[src/rtl/ktane_bus_master_if.sv]
// Host command/response handshake plus single-clock peripheral bus for ktane_bus_master.
interface ktane_bus_master_if #(
    parameter int unsigned DATA_WIDTH = 16,
    parameter int unsigned ADDR_WIDTH = 16
);
    logic                  cmd_valid;
    logic                  cmd_ready;
    logic                  cmd_write;
    logic [ADDR_WIDTH-1:0] cmd_addr;
    logic [DATA_WIDTH-1:0] cmd_wdata;
    logic                  rsp_valid;
    logic                  rsp_ready;
    logic [DATA_WIDTH-1:0] rsp_rdata;
    logic                  rsp_err;
    logic [DATA_WIDTH-1:0] data;
    logic [ADDR_WIDTH-1:0] write_addr;
    logic [ADDR_WIDTH-1:0] read_addr;
    logic                  we;
    logic                  re;
    logic [DATA_WIDTH-1:0] q;

    // Bus initiator side.
    modport master (
        input  cmd_valid, cmd_write, cmd_addr, cmd_wdata, rsp_ready, q,
        output cmd_ready, rsp_valid, rsp_rdata, rsp_err,
        output data, write_addr, read_addr, we, re
    );

    // Host sequencer and peripheral side.
    modport slave (
        output cmd_valid, cmd_write, cmd_addr, cmd_wdata, rsp_ready, q,
        input  cmd_ready, rsp_valid, rsp_rdata, rsp_err,
        input  data, write_addr, read_addr, we, re
    );
endinterface

[src/rtl/ktane_bus_master.sv]
// Bus initiator for the bomb controller memory map: queues host commands, runs one
// bus transaction at a time and returns read data / error responses in order.
// Optional feature macro: KTANE_BUS_WRITE_RSP_EN (writes also return a response).
module ktane_bus_master #(
    parameter int unsigned DATA_WIDTH   = 16,
    parameter int unsigned ADDR_WIDTH   = 16,
    parameter int unsigned READ_LATENCY = 2,
    parameter int unsigned CMD_DEPTH    = 4
) (
    input logic                clk,
    input logic                rst_n,
    ktane_bus_master_if.master bus
);
    localparam int unsigned PTR_W   = $clog2(CMD_DEPTH);
    localparam int unsigned CNT_W   = PTR_W + 1;
    localparam int unsigned LAT_W   = 3;
    localparam int unsigned ENTRY_W = 1 + ADDR_WIDTH + DATA_WIDTH;

    localparam logic [ADDR_WIDTH-1:0] ERR_BASE = ADDR_WIDTH'(32'hFFFC);
    localparam logic [ADDR_WIDTH-1:0] MORSE_LO = ADDR_WIDTH'(32'hD998);
    localparam logic [ADDR_WIDTH-1:0] MORSE_HI = ADDR_WIDTH'(32'hE663);

    typedef enum logic [2:0] {IDLE, WRITE, RD_ISSUE, RD_WAIT, RESP} state_t;

    state_t                state_q, state_d;
    logic [ENTRY_W-1:0]    mem [CMD_DEPTH];
    logic [PTR_W-1:0]      wr_ptr_q, rd_ptr_q;
    logic [CNT_W-1:0]      count_q, count_d;
    logic                  cmd_ready_q;
    logic                  push, pop;
    logic                  head_write, head_err;
    logic [ADDR_WIDTH-1:0] head_addr;
    logic [DATA_WIDTH-1:0] head_wdata;

    logic [ADDR_WIDTH-1:0] cur_addr_q, cur_addr_d;
    logic [DATA_WIDTH-1:0] cur_wdata_q, cur_wdata_d;
    logic [LAT_W-1:0]      lat_q, lat_d;
    logic                  err_wait_q, err_wait_d;
    logic                  we_q, we_d, re_q, re_d;
    logic [DATA_WIDTH-1:0] data_q, data_d;
    logic [ADDR_WIDTH-1:0] waddr_q, waddr_d, raddr_q, raddr_d;
    logic                  rsp_valid_q, rsp_valid_d;
    logic [DATA_WIDTH-1:0] rsp_rdata_q, rsp_rdata_d;
    logic                  rsp_err_q, rsp_err_d;

    assign push    = bus.cmd_valid && cmd_ready_q;
    assign count_d = count_q + CNT_W'(push) - CNT_W'(pop);
    assign {head_write, head_addr, head_wdata} = mem[rd_ptr_q];

    // Top four words are unmapped; morse region has no readback path.
    assign head_err = (head_addr >= ERR_BASE) ||
                      (!head_write && (head_addr >= MORSE_LO) && (head_addr <= MORSE_HI));

    // Command FIFO storage.
    always_ff @(posedge clk) begin
        if (push) begin
            mem[wr_ptr_q] <= {bus.cmd_write, bus.cmd_addr, bus.cmd_wdata};
        end
    end

    // FIFO pointers, occupancy and registered ready (no bypass when full).
    always_ff @(posedge clk or negedge rst_n) begin
        if (!rst_n) begin
            wr_ptr_q    <= '0;
            rd_ptr_q    <= '0;
            count_q     <= '0;
            cmd_ready_q <= 1'b1;
        end else begin
            if (push) wr_ptr_q <= wr_ptr_q + PTR_W'(1);
            if (pop)  rd_ptr_q <= rd_ptr_q + PTR_W'(1);
            count_q     <= count_d;
            cmd_ready_q <= (count_d != CNT_W'(CMD_DEPTH));
        end
    end

    // FSM state plus registered bus and response outputs.
    always_ff @(posedge clk or negedge rst_n) begin
        if (!rst_n) begin
            state_q     <= IDLE;
            cur_addr_q  <= '0;
            cur_wdata_q <= '0;
            lat_q       <= '0;
            err_wait_q  <= 1'b0;
            we_q        <= 1'b0;
            re_q        <= 1'b0;
            data_q      <= '0;
            waddr_q     <= '0;
            raddr_q     <= '0;
            rsp_valid_q <= 1'b0;
            rsp_rdata_q <= '0;
            rsp_err_q   <= 1'b0;
        end else begin
            state_q     <= state_d;
            cur_addr_q  <= cur_addr_d;
            cur_wdata_q <= cur_wdata_d;
            lat_q       <= lat_d;
            err_wait_q  <= err_wait_d;
            we_q        <= we_d;
            re_q        <= re_d;
            data_q      <= data_d;
            waddr_q     <= waddr_d;
            raddr_q     <= raddr_d;
            rsp_valid_q <= rsp_valid_d;
            rsp_rdata_q <= rsp_rdata_d;
            rsp_err_q   <= rsp_err_d;
        end
    end

    // Next-state and next-output decode; strobes default low, addresses and data hold.
    always_comb begin
        state_d     = state_q;
        pop         = 1'b0;
        cur_addr_d  = cur_addr_q;
        cur_wdata_d = cur_wdata_q;
        lat_d       = lat_q;
        err_wait_d  = err_wait_q;
        we_d        = 1'b0;
        re_d        = 1'b0;
        data_d      = data_q;
        waddr_d     = waddr_q;
        raddr_d     = raddr_q;
        rsp_valid_d = 1'b0;
        rsp_rdata_d = rsp_rdata_q;
        rsp_err_d   = rsp_err_q;

        case (state_q)
            IDLE: begin
                if (count_q != '0) begin
                    pop         = 1'b1;
                    cur_addr_d  = head_addr;
                    cur_wdata_d = head_wdata;
                    if (head_err) begin
                        // Errors spend one dead cycle in RESP so they surface two cycles after the pop.
                        state_d     = RESP;
                        err_wait_d  = 1'b1;
                        rsp_rdata_d = '0;
                        rsp_err_d   = 1'b1;
                    end else if (head_write) begin
                        state_d = WRITE;
                    end else begin
                        state_d = RD_ISSUE;
                    end
                end
            end
            WRITE: begin
                we_d    = 1'b1;
                waddr_d = cur_addr_q;
                data_d  = cur_wdata_q;
`ifdef KTANE_BUS_WRITE_RSP_EN
                state_d     = RESP;
                rsp_rdata_d = '0;
                rsp_err_d   = 1'b0;
`else
                state_d = IDLE;
`endif
            end
            RD_ISSUE: begin
                re_d    = 1'b1;
                raddr_d = cur_addr_q;
                lat_d   = LAT_W'(READ_LATENCY - 1);
                state_d = RD_WAIT;
            end
            RD_WAIT: begin
                if (lat_q == '0) begin
                    rsp_rdata_d = bus.q;
                    rsp_err_d   = 1'b0;
                    state_d     = RESP;
                end else begin
                    lat_d = lat_q - LAT_W'(1);
                end
            end
            RESP: begin
                if (rsp_valid_q && bus.rsp_ready) begin
                    state_d = IDLE;
                end else if (err_wait_q) begin
                    err_wait_d = 1'b0;
                end else begin
                    rsp_valid_d = 1'b1;
                end
            end
            default: state_d = IDLE;
        endcase
    end

    assign bus.cmd_ready  = cmd_ready_q;
    assign bus.we         = we_q;
    assign bus.re         = re_q;
    assign bus.data       = data_q;
    assign bus.write_addr = waddr_q;
    assign bus.read_addr  = raddr_q;
    assign bus.rsp_valid  = rsp_valid_q;
    assign bus.rsp_rdata  = rsp_rdata_q;
    assign bus.rsp_err    = rsp_err_q;
endmodule

[src/flat_wrapper.sv]
// flat-port wrapper written by rule: the top's interface ports become plain ports
module ktane_bus_master_flat 
#(
    parameter int unsigned DATA_WIDTH   = 16,
    parameter int unsigned ADDR_WIDTH   = 16,
    parameter int unsigned READ_LATENCY = 2,
    parameter int unsigned CMD_DEPTH    = 4
)
  (clk, rst_n, bus_cmd_valid, bus_cmd_write, bus_cmd_addr, bus_cmd_wdata, bus_rsp_ready, bus_q, bus_cmd_ready, bus_rsp_valid, bus_rsp_rdata, bus_rsp_err, bus_data, bus_write_addr, bus_read_addr, bus_we, bus_re);
  ktane_bus_master_if #(.DATA_WIDTH(DATA_WIDTH), .ADDR_WIDTH(ADDR_WIDTH)) bus_i ();
  input logic clk;
  input logic rst_n;
  input wire logic [$bits(bus_i.cmd_valid)-1:0] bus_cmd_valid;
  input wire logic [$bits(bus_i.cmd_write)-1:0] bus_cmd_write;
  input wire logic [$bits(bus_i.cmd_addr)-1:0] bus_cmd_addr;
  input wire logic [$bits(bus_i.cmd_wdata)-1:0] bus_cmd_wdata;
  input wire logic [$bits(bus_i.rsp_ready)-1:0] bus_rsp_ready;
  input wire logic [$bits(bus_i.q)-1:0] bus_q;
  output wire logic [$bits(bus_i.cmd_ready)-1:0] bus_cmd_ready;
  output wire logic [$bits(bus_i.rsp_valid)-1:0] bus_rsp_valid;
  output wire logic [$bits(bus_i.rsp_rdata)-1:0] bus_rsp_rdata;
  output wire logic [$bits(bus_i.rsp_err)-1:0] bus_rsp_err;
  output wire logic [$bits(bus_i.data)-1:0] bus_data;
  output wire logic [$bits(bus_i.write_addr)-1:0] bus_write_addr;
  output wire logic [$bits(bus_i.read_addr)-1:0] bus_read_addr;
  output wire logic [$bits(bus_i.we)-1:0] bus_we;
  output wire logic [$bits(bus_i.re)-1:0] bus_re;
  assign bus_i.cmd_valid = bus_cmd_valid;
  assign bus_i.cmd_write = bus_cmd_write;
  assign bus_i.cmd_addr = bus_cmd_addr;
  assign bus_i.cmd_wdata = bus_cmd_wdata;
  assign bus_i.rsp_ready = bus_rsp_ready;
  assign bus_i.q = bus_q;
  assign bus_cmd_ready = bus_i.cmd_ready;
  assign bus_rsp_valid = bus_i.rsp_valid;
  assign bus_rsp_rdata = bus_i.rsp_rdata;
  assign bus_rsp_err = bus_i.rsp_err;
  assign bus_data = bus_i.data;
  assign bus_write_addr = bus_i.write_addr;
  assign bus_read_addr = bus_i.read_addr;
  assign bus_we = bus_i.we;
  assign bus_re = bus_i.re;
  ktane_bus_master #(.DATA_WIDTH(DATA_WIDTH), .ADDR_WIDTH(ADDR_WIDTH), .READ_LATENCY(READ_LATENCY), .CMD_DEPTH(CMD_DEPTH)) u_core (.clk(clk), .rst_n(rst_n), .bus(bus_i));
endmodule
[config.mk]
export PLATFORM = sky130hd
export DESIGN_NAME = ktane_bus_master_flat
export DESIGN_NICKNAME = d
export VERILOG_FILES = /design/src/rtl/ktane_bus_master_if.sv /design/src/rtl/ktane_bus_master.sv /design/src/flat_wrapper.sv
export SDC_FILE = /design/constraint.sdc
export NUM_CORES = 1
export LEC_CHECK = 0
export CORE_UTILIZATION = 55
export DETAILED_ROUTE_END_ITERATION = 16
export PLACE_DENSITY = 0.77
export SLEW_MARGIN = 20
export SYNTH_ARGS = -nofsm -noshare
export SYNTH_HDL_FRONTEND = slang
export SYNTH_SLANG_ARGS = --single-unit
[constraint.sdc]
create_clock -name clk -period 3.55 [get_ports clk]
set_input_delay 0.355 -clock clk [delete_from_list [all_inputs] [get_ports clk]]
set_output_delay 0.355 -clock clk [all_outputs]
set_load 0.1 [all_outputs]
* After elaboration in Yosys (flattened, before gate mapping) *
Memories as Yosys holds them, arrays and structs flattened.
Cells that the tools add are included.

storage, ports and cells
  register bits after elaboration = 115
  RAM bits = 132
  bits of input ports = 53
  logic and storage cells = 81
  memories = 1

operators by class
  reduce and logical (&&, ||, !) cells = 17
  order comparisons = 3
  multiplexer cells = 27
  add/sub/neg operators = 5
  equality and inequality tests = 11

memories
  name        depth  bits a word  read ports  clocked after memory_dff  write ports  RTL line                text
  u_core.mem  4      33           1           0                         1            ktane_bus_master.sv:26  logic [ENTRY_W-1:0] mem [CMD_DEPTH];

operator list
  operator                                                   number
  two-way mux 16 bit                                         3
  greater-or-equal comparator 16 bit, second input constant  2
  case mux 16 bit (2 select lines)                           1
  less-or-equal comparator 16 bit, second input constant     1
  two-way mux 3 bit                                          5
  two-way mux 1 bit                                          13
  case mux 3 bit (4 select lines)                            1
  inequality test 2 x 1 -> 1 bit, second input constant      4
  AND reduction 4 bit                                        2
  == test 3 x 2 -> 1 bit, second input constant              2
  logical NOT 3 bit                                          2
  case mux 3 bit (2 select lines)                            1
  nonzero test 2 bit                                         3
  adder 2 x 1 -> 2 bit, second input constant                2
  logical AND 1 bit                                          4
  inequality test 2 bit, second input constant               2
  case mux 1 bit (2 select lines)                            2
  AND reduction 2 bit                                        2
  adder 3 x 1 -> 3 bit                                       1
  == test 3 x 1 -> 1 bit, second input constant              1
  == test 3 bit, second input constant                       1
  inequality test 3 bit, second input constant               1
  AND reduction 3 bit                                        1
  nonzero test 3 bit                                         1
  5 further kinds                                            5

* Depth between registers and ports, before layout *
Gate-level depths: netlist (run 1).
An unclocked memory read counts as a cell.

  depth after elaboration = 8
  gate-level depth with buffers = 13
  gate-level depth less buffers = 10

* Least setup slack after synthesis (run 1) *
No wires, ideal clock.

  path type = register to register
  start point = reg u_core.state_q[0]
  end point = reg u_core.cmd_ready_q, in the netlist u_core.bus.cmd_ready
  data arrival time = 2.783 ns
  clock period less this slack = 2.870 ns
  setup time = 0.086 ns
  setup slack = 0.680 ns
  required time = 3.464 ns
  path buffers = 3
  stages on the path, launching flop included = 14
  cells stage by stage = dfrtp_1 clkbuf_1 nor3_2 o31a_1 buf_2 buf_2 ha_1 inv_1 ha_1 inv_1 fa_1 xnor2_1 xnor2_1 nand3b_1

between the ends
  word-level cells in the longest chain between the ends = 4

RTL lines
  item                       RTL line                 text
  from (decl)                ktane_bus_master.sv:25   state_t state_q, state_d;
  from (signal assigned)     ktane_bus_master.sv:93   state_q <= state_d;
  logical NOT 3 bit          ktane_bus_master.sv:126  case (state_q)
  two-way mux 1 bit          ktane_bus_master.sv:126
  via u_core.pop             ktane_bus_master.sv:30   logic push, pop;
  subtractor 3 x 1 -> 3 bit  ktane_bus_master.sv:47   assign count_d = count_q + CNT_W'(push) - CNT_W'(pop);
  via u_core.count_d[2]      ktane_bus_master.sv:28   logic [CNT_W-1:0] count_q, count_d;
  inequality test 3 bit      ktane_bus_master.sv:72   cmd_ready_q <= (count_d != CNT_W'(CMD_DEPTH));
  to (signal assigned)       ktane_bus_master.sv:72
  to (decl)                  ktane_bus_master.sv:29   logic cmd_ready_q;

The timed path passes the listed nets, and every way through them passes these cells.
A chain may end at the register's enable or synchronous reset.

* Final worst setup path (run 1) *
  start point = reg u_core.rd_ptr_q[1]
  end point = reg u_core.state_q[0]

between the ends
  word-level cells in the longest chain between the ends = 8
  elaborated cells on any way between the ends = 12
  classes of those cells = order compare (3); mux (4); reduce/logical (4); memory (1)

RTL lines
  item                                                                     RTL line                 text
  from (decl)                                                              ktane_bus_master.sv:27   logic [PTR_W-1:0] wr_ptr_q, rd_ptr_q;
  from (signal assigned)                                                   ktane_bus_master.sv:70   if (pop) rd_ptr_q <= rd_ptr_q + PTR_W'(1);
  memory read (4 x 33 bit) *                                               -
  greater-or-equal comparator 16 bit or logical NOT 1 bit (tied branches)  ktane_bus_master.sv:52   (!head_write && (head_addr >= MORSE_LO) && (head_addr <= MORSE_HI));
  logical AND 1 bit (2 in a row)                                           ktane_bus_master.sv:52
  logical OR 1 bit                                                         ktane_bus_master.sv:51   assign head_err = (head_addr >= ERR_BASE) ||
  two-way mux 3 bit *                                                      ktane_bus_master.sv:132  if (head_err) begin
  two-way mux 3 bit *                                                      ktane_bus_master.sv:128  if (count_q != '0) begin
  case mux 3 bit (4 select lines) *                                        ktane_bus_master.sv:126

Mark *: on every way between the ends. The rest lies on a longest branch, timed or not. The select of a mux whose other input is x is not followed.

==> impl_metrics.env, run 1 <==
export IMPL_run_status="finished with violations"
export IMPL_violations="DRC"
export IMPL_n_fill_cell=1062
export IMPL_reg2reg_slack_ps=700
export IMPL_final_setup_tns_ps=0
export IMPL_start_util=0.560
export IMPL_slew_violations=0
export IMPL_grt_ovfl_total=0
export IMPL_synth_distinct_cells=51
export IMPL_crit_slowest_cell="or4_1"
export IMPL_synth_top_area_cell="edfxtp_1"
export IMPL_rows=48
export IMPL_die_area_um2=18100
export IMPL_critPathKind="reg -> reg"
export IMPL_firstDrtPassIters=11
export IMPL_path_clk_slew_ps=60
export IMPL_slowest_delay_ps=940
export IMPL_tightest_slew_ps=1020
export IMPL_synth_flop_cell="edfxtp_1"
export IMPL_syn_area_um2=9650
export IMPL_cts_tree="done"
export IMPL_multiInputGateArea_um2=2610
export IMPL_clockRootBuffer="clkbuf_16"
export IMPL_fin_crit_sh=0.803
export IMPL_synth_warnings=0
export IMPL_finalSetupViolCount=0
export IMPL_place_congestion=0.811
export IMPL_worstSetupEndpointType="register"
export IMPL_wl_per_cell_um=20.3
export IMPL_clock_sinks=247
export IMPL_drive_gt1_frac=0.283
export IMPL_hold_viol=0
export IMPL_die_x_um=134
export IMPL_track_usage=0.214
export IMPL_synth_async_reset_ratio=0.466
export IMPL_dpl_cell_area_um2=11100
export IMPL_synth_seq_cells=247
export IMPL_rsz0062_at_grt="no"
export IMPL_cts_setup_buffers=0
export IMPL_post_route_drc_count=1
export IMPL_grt_antenna_before_repair=0
export IMPL_drv_cap=0
export IMPL_period_minus_slack_ps=2850
export IMPL_syn_inst=528
export IMPL_skew_ps=15.4
export IMPL_io_pins=122
export IMPL_grt_pass1_wl_um=29800
export IMPL_drt_iter0_drc=393
export IMPL_fin_area_um2=12000
export IMPL_htreeDepth=1
export IMPL_synth_top_family_by_area="multiplexers"
export IMPL_synth_edf_count=132
export IMPL_clock_latency_ps=510
export IMPL_path_cells="mux4_2 -> nand4_1 -> or4_1 -> nand2_2 -> o21ai_0"
export IMPL_diodes=0
export IMPL_dp_hpwl_um=11600
export IMPL_totalWireLength_um=18300
export IMPL_hold_class="in -> async"
export IMPL_crit_required_ps=3930
export IMPL_synthAdderAreaFrac=0.0124
export IMPL_holdWs_ps=456
export IMPL_portBuffers=121
export IMPL_critPathTopFamily="simple AND/OR/NAND/NOR gates"
export IMPL_synth_seq_area_share=0.709
export IMPL_yosys_area_share_simple=0.0369
export IMPL_cp_start_kind="register"
export IMPL_synth_top_area_share=0.411
export IMPL_ant_nets=0
export IMPL_synth_xor_area_frac=0.00454
export IMPL_fmax_ghz=0.351
export IMPL_grt_max_degree=58
export IMPL_viasPerCell=5.72
export IMPL_grt_pass1_vias=5464
export IMPL_arrival_ps=3230
export IMPL_die_h_um=134
export IMPL_regArea_um2=6840
export IMPL_synth_avg_cell_area_um2=18.3
export IMPL_maxSlewHeadroom=0.317
export IMPL_cts_buffers=25
export IMPL_num_vias=5164
export IMPL_layout_commonest_cell="edfxtp_1"
export IMPL_synth_nets=590
export IMPL_muxShareOfSynthArea=0.173
export IMPL_nets=722
export IMPL_critPathBufInv=0
export IMPL_synth_compound_area_share=0.0426
export IMPL_final_cell_mix="edfxtp_1, clkdlybuf4s50_1, dfrtp_1"
export IMPL_flow_area_growth_from_synthesis_pct=24.1
export IMPL_core_area_um2=17200
export IMPL_synth_area_leaders="edfxtp_1, dfrtp_1, mux2_2"
export IMPL_cp_max_fo=17
export IMPL_clk_path_buf_depth=3
repair_timing:
action | CTS | global route
hold endpoints to repair | 54 | 0
hold buffers | 1 | 0
resized for setup | 0 | 0
through the flow:
stage	instances	setup slack, ps	utilization
after floorplan	528	680	-
after global placement	857	875	0.642
after detailed placement	857	746	0.642
after CTS	903	718	0.695
after global routing	903	544	0.695
final	903	698	0.695
worst register-to-register path: stages (launching register included):
cell and delay [ps]:
dfrtp_1 790, mux4_2 440, nand4_1 140, or4_1 940, nand2_2 290, o21ai_0 130
final cells by class:
class                      instances  area share
inverter                          12     0.00376
multi-input combinational        241       0.218
clock buffer                      33      0.0589
tap                              225      0.0235
timing repair buffer             133       0.109
clock inverter                    12      0.0160
sequential                       247       0.571
state kept, by name (all words and copies together), names as in the netlist:
name / flops
u_core.bus.data: 16
u_core.bus.rsp_rdata: 16
u_core.wr_ptr_q: 2
u_core.count_q: 3
u_core.cur_wdata_q: 16
u_core.state_q: 3
u_core.err_wait_q: 1
u_core.bus.we: 1
u_core.bus.cmd_ready: 1
u_core.lat_q: 3
u_core.rd_ptr_q: 2
u_core.bus.re: 1
u_core.bus.read_addr: 16
u_core.bus.write_addr: 16
u_core.mem: 132
u_core.bus.rsp_valid: 1
u_core.cur_addr_q: 16
u_core.bus.rsp_err: 1
path summary, 6_finish.rpt:
path / startpoint / to / depth (start not counted)
max reg2reg: u_core.rd_ptr_q[1]$_DFFE_PN0P_ / u_core.state_q[0]$_DFFE_PN0P_ / 5
max in group asynchronous: rst_n / u_core.bus.rsp_rdata[5]$_DFFE_PN0P_ / 3
max: u_core.rd_ptr_q[1]$_DFFE_PN0P_ / u_core.state_q[0]$_DFFE_PN0P_ / 5
min: rst_n / u_core.bus.read_addr[3]$_DFFE_PN0P_ / 2
min in group clk: u_core.err_wait_q$_DFFE_PN0P_ / u_core.bus.rsp_valid$_DFF_PN0_ / 1
min reg2reg: u_core.err_wait_q$_DFFE_PN0P_ / u_core.bus.rsp_valid$_DFF_PN0_ / 1
Yosys cell counts, types with 2 or more instances:
master      n
o21a_1      2
nand4_1     2
nand2_1    13
dfrtp_1   114
ha_1        8
edfxtp_1  132
nand3_2    10
buf_6       4
clkbuf_1   12
nor2_1      5
o21ai_1     2
buf_1       2
mux2_2     80
o21ai_0    11
xnor2_1     4
o31a_1      3
o21ai_2     8
mux4_2     29
nand2b_1    2
nand3_1    10
inv_1      12
mux4_1      4
buf_2       8
o211ai_1    2
o31ai_1     3
and3_1      4
nand3b_1    2
a22oi_1    17
cell families (layout without fill, tap and decap cells):
group,Yosys count,count (layout)
DFF,247,247
muxes,114,114
and+or+nand+nor,58,58
AOI/OAI and AO/OA,55,55
buffers and inverters,40,190
adders and majority gates,9,9
xor gates and xnor gates,5,5
layer usage:
metal / vias to the layer above / part of all wire / track usage
li1: 2291 / - / -
met1: 2677 / 0.44 / 0.295
met2: 177 / 0.50 / 0.359
met3: 19 / 0.056 / 0.0364
met4: 0 / 0.010 / 0.0531
met5: - / 0 / 0
Power of run 1 is left out: the tool's default activity adds up to more than one toggle a clock period on the data nets, which glitch-free logic cannot reach.
==> run 2, diff against run 1 <==
CORE_UTILIZATION = 50   (was 55)
PLACE_DENSITY = 0.74   (was 0.77)
clock period = 2.56 ns   (was 3.55 ns; I/O delays follow)
==> impl_metrics.env, run 2 (same netlist as run 1, synthesis figures left out) <==
export IMPL_regMostFlops="u_core.mem"
export IMPL_critPathKind="reg -> reg"
export IMPL_layout_commonest_cell="edfxtp_1"
export IMPL_arrival_ps=2800
export IMPL_ant_nets=0
export IMPL_cts_buffers=26
export IMPL_grt_pass1_vias=5497
export IMPL_nets=733
export IMPL_fin_crit_sh=0.941
export IMPL_period_minus_slack_ps=2410
export IMPL_final_cell_mix="edfxtp_1, dfrtp_1, buf_4"
export IMPL_post_route_drc_count=0
export IMPL_clockRootBuffer="clkbuf_16"
export IMPL_num_vias=5192
export IMPL_dp_hpwl_um=12000
export IMPL_worstSetupEndpointType="register"
export IMPL_critical_path_endpoint="u_core.state_q[0]$_DFFE_PN0P_"
export IMPL_run_status="finished, final reports clean"
export IMPL_drive_gt1_frac=0.388
export IMPL_rsz0062_at_grt="no"
export IMPL_reg2reg_slack_ps=150
export IMPL_largest_reg_flops=132
export IMPL_r2r_start="u_core.rd_ptr_q[0]$_DFFE_PN0P_"
export IMPL_drv_cap=0
export IMPL_portBuffers=121
export IMPL_totalWireLength_um=18500
export IMPL_place_congestion=0.776
export IMPL_r2r_end="u_core.state_q[0]$_DFFE_PN0P_"
export IMPL_hold_class="in -> async"
export IMPL_flow_area_growth_from_synthesis_pct=23.7
export IMPL_start_util=0.513
export IMPL_diodes=0
export IMPL_clk_path_buf_depth=3
export IMPL_grt_ovfl_total=0
export IMPL_crit_start="u_core.rd_ptr_q[0]$_DFFE_PN0P_"
export IMPL_wl_per_cell_um=19.4
export IMPL_cp_start_kind="register"
export IMPL_hold_viol=0
export IMPL_grt_pass1_wl_um=29600
export IMPL_track_usage=0.193
export IMPL_skew_ps=15.4
export IMPL_n_fill_cell=1303
export IMPL_firstDrtPassIters=4
export IMPL_regArea_um2=6840
export IMPL_fmax_ghz=0.415
export IMPL_viasPerCell=5.47
export IMPL_slew_violations=0
export IMPL_clock_sinks=247
export IMPL_cts_tree="done"
export IMPL_final_setup_tns_ps=0
export IMPL_tightest_slew_ps=664
export IMPL_crit_required_ps=2950
export IMPL_maxSlewHeadroom=0.557
export IMPL_cp_max_fo=17
export IMPL_path_clk_slew_ps=60
export IMPL_drt_iter0_drc=317
export IMPL_core_area_um2=18800
export IMPL_finalSetupViolCount=0
export IMPL_io_pins=122
export IMPL_die_area_um2=19900
export IMPL_die_x_um=141
export IMPL_die_h_um=141
export IMPL_clock_latency_ps=530
export IMPL_htreeDepth=1
export IMPL_ff2ff_path_depth=8
export IMPL_rows=50
export IMPL_multiInputGateArea_um2=2620
export IMPL_grt_max_degree=116
export IMPL_grt_antenna_before_repair=1
[run 2: cell count changes in the layout (fill, tap and decap cells not counted), sizes merged]
cell           delta
buf              +79
clkinvlp          -1
clkdlybuf4s50    -69
bufinv            -4
clkbuf            +7
[run 2: worst max-delay path, stage by stage (launching register included)]
cell     delay, ps
dfrtp_2        420
buf_12         140
buf_4          170
mux4_2         380
nand4_1        110
or4_1          550
buf_4          240
nand2_2        150
o21ai_0        100
[run 2: routing by layer]
layer	GRT usage	share of wire	wire length, um
met1	0.262	0.44	8110
met2	0.322	0.49	9030
met5	0	0.00065	12
met3	0.0397	0.052	967
met4	0.0498	0.019	354
[run 2: timing repair]
action | in CTS | in global routing
hold buffers | 1 | 0
resized for setup | 0 | 0
setup buffers | 0 | 2
setup endpoints to repair | 0 | 4
endpoints found under the hold margin | 114 | 0
[run 2: cell type report]
| type | instances | area share |
|---|---|---|
| Inverter | 12 | 0.00377 |
| Multi-Input combinational cell | 241 | 0.219 |
| Tap cell | 260 | 0.0272 |
| Clock inverter | 7 | 0.00639 |
| Clock buffer | 40 | 0.0640 |
| Sequential cell | 247 | 0.573 |
| Timing Repair Buffer | 143 | 0.106 |
[run 2: stage by stage]
step           setup slack [ps]  cells  hold WS (ps)  utilization  instance area, um^2
3_3_place_gp                182    900           381        0.588                11100
3_5_place_dp               90.7    900           397        0.588                11100
2_1_floorplan              12.4    528         -39.6            -                 9690
5_1_grt                    38.0    950           354        0.634                11900
4_1_cts                    69.4    948           341        0.633                11900
6_report                    150    950           331        0.634                11900
[run 2: worst min path at each step]
| stage | start | end | slack (ps) | depth (start not counted) |
|---|---|---|---|---|
| 5_1_grt | bus_cmd_wdata[15] | u_core.mem[2][15]$_DFFE_PP_ | 350 | 1 |
| 3_5_place_dp | rst_n | u_core.bus.re$_DFF_PN0_ | 400 | 2 |
| 6_report | rst_n | u_core.bus.re$_DFF_PN0_ | 330 | 3 |
| 3_3_place_gp | rst_n | u_core.bus.re$_DFF_PN0_ | 380 | 2 |
| 4_1_cts | bus_cmd_write | u_core.mem[0][32]$_DFFE_PP_ | 340 | 1 |
| 2_1_floorplan | rst_n | u_core.bus.data[0]$_DFFE_PN0P_ | -40 | 0 |
Power of run 2 is left out for the same reason.
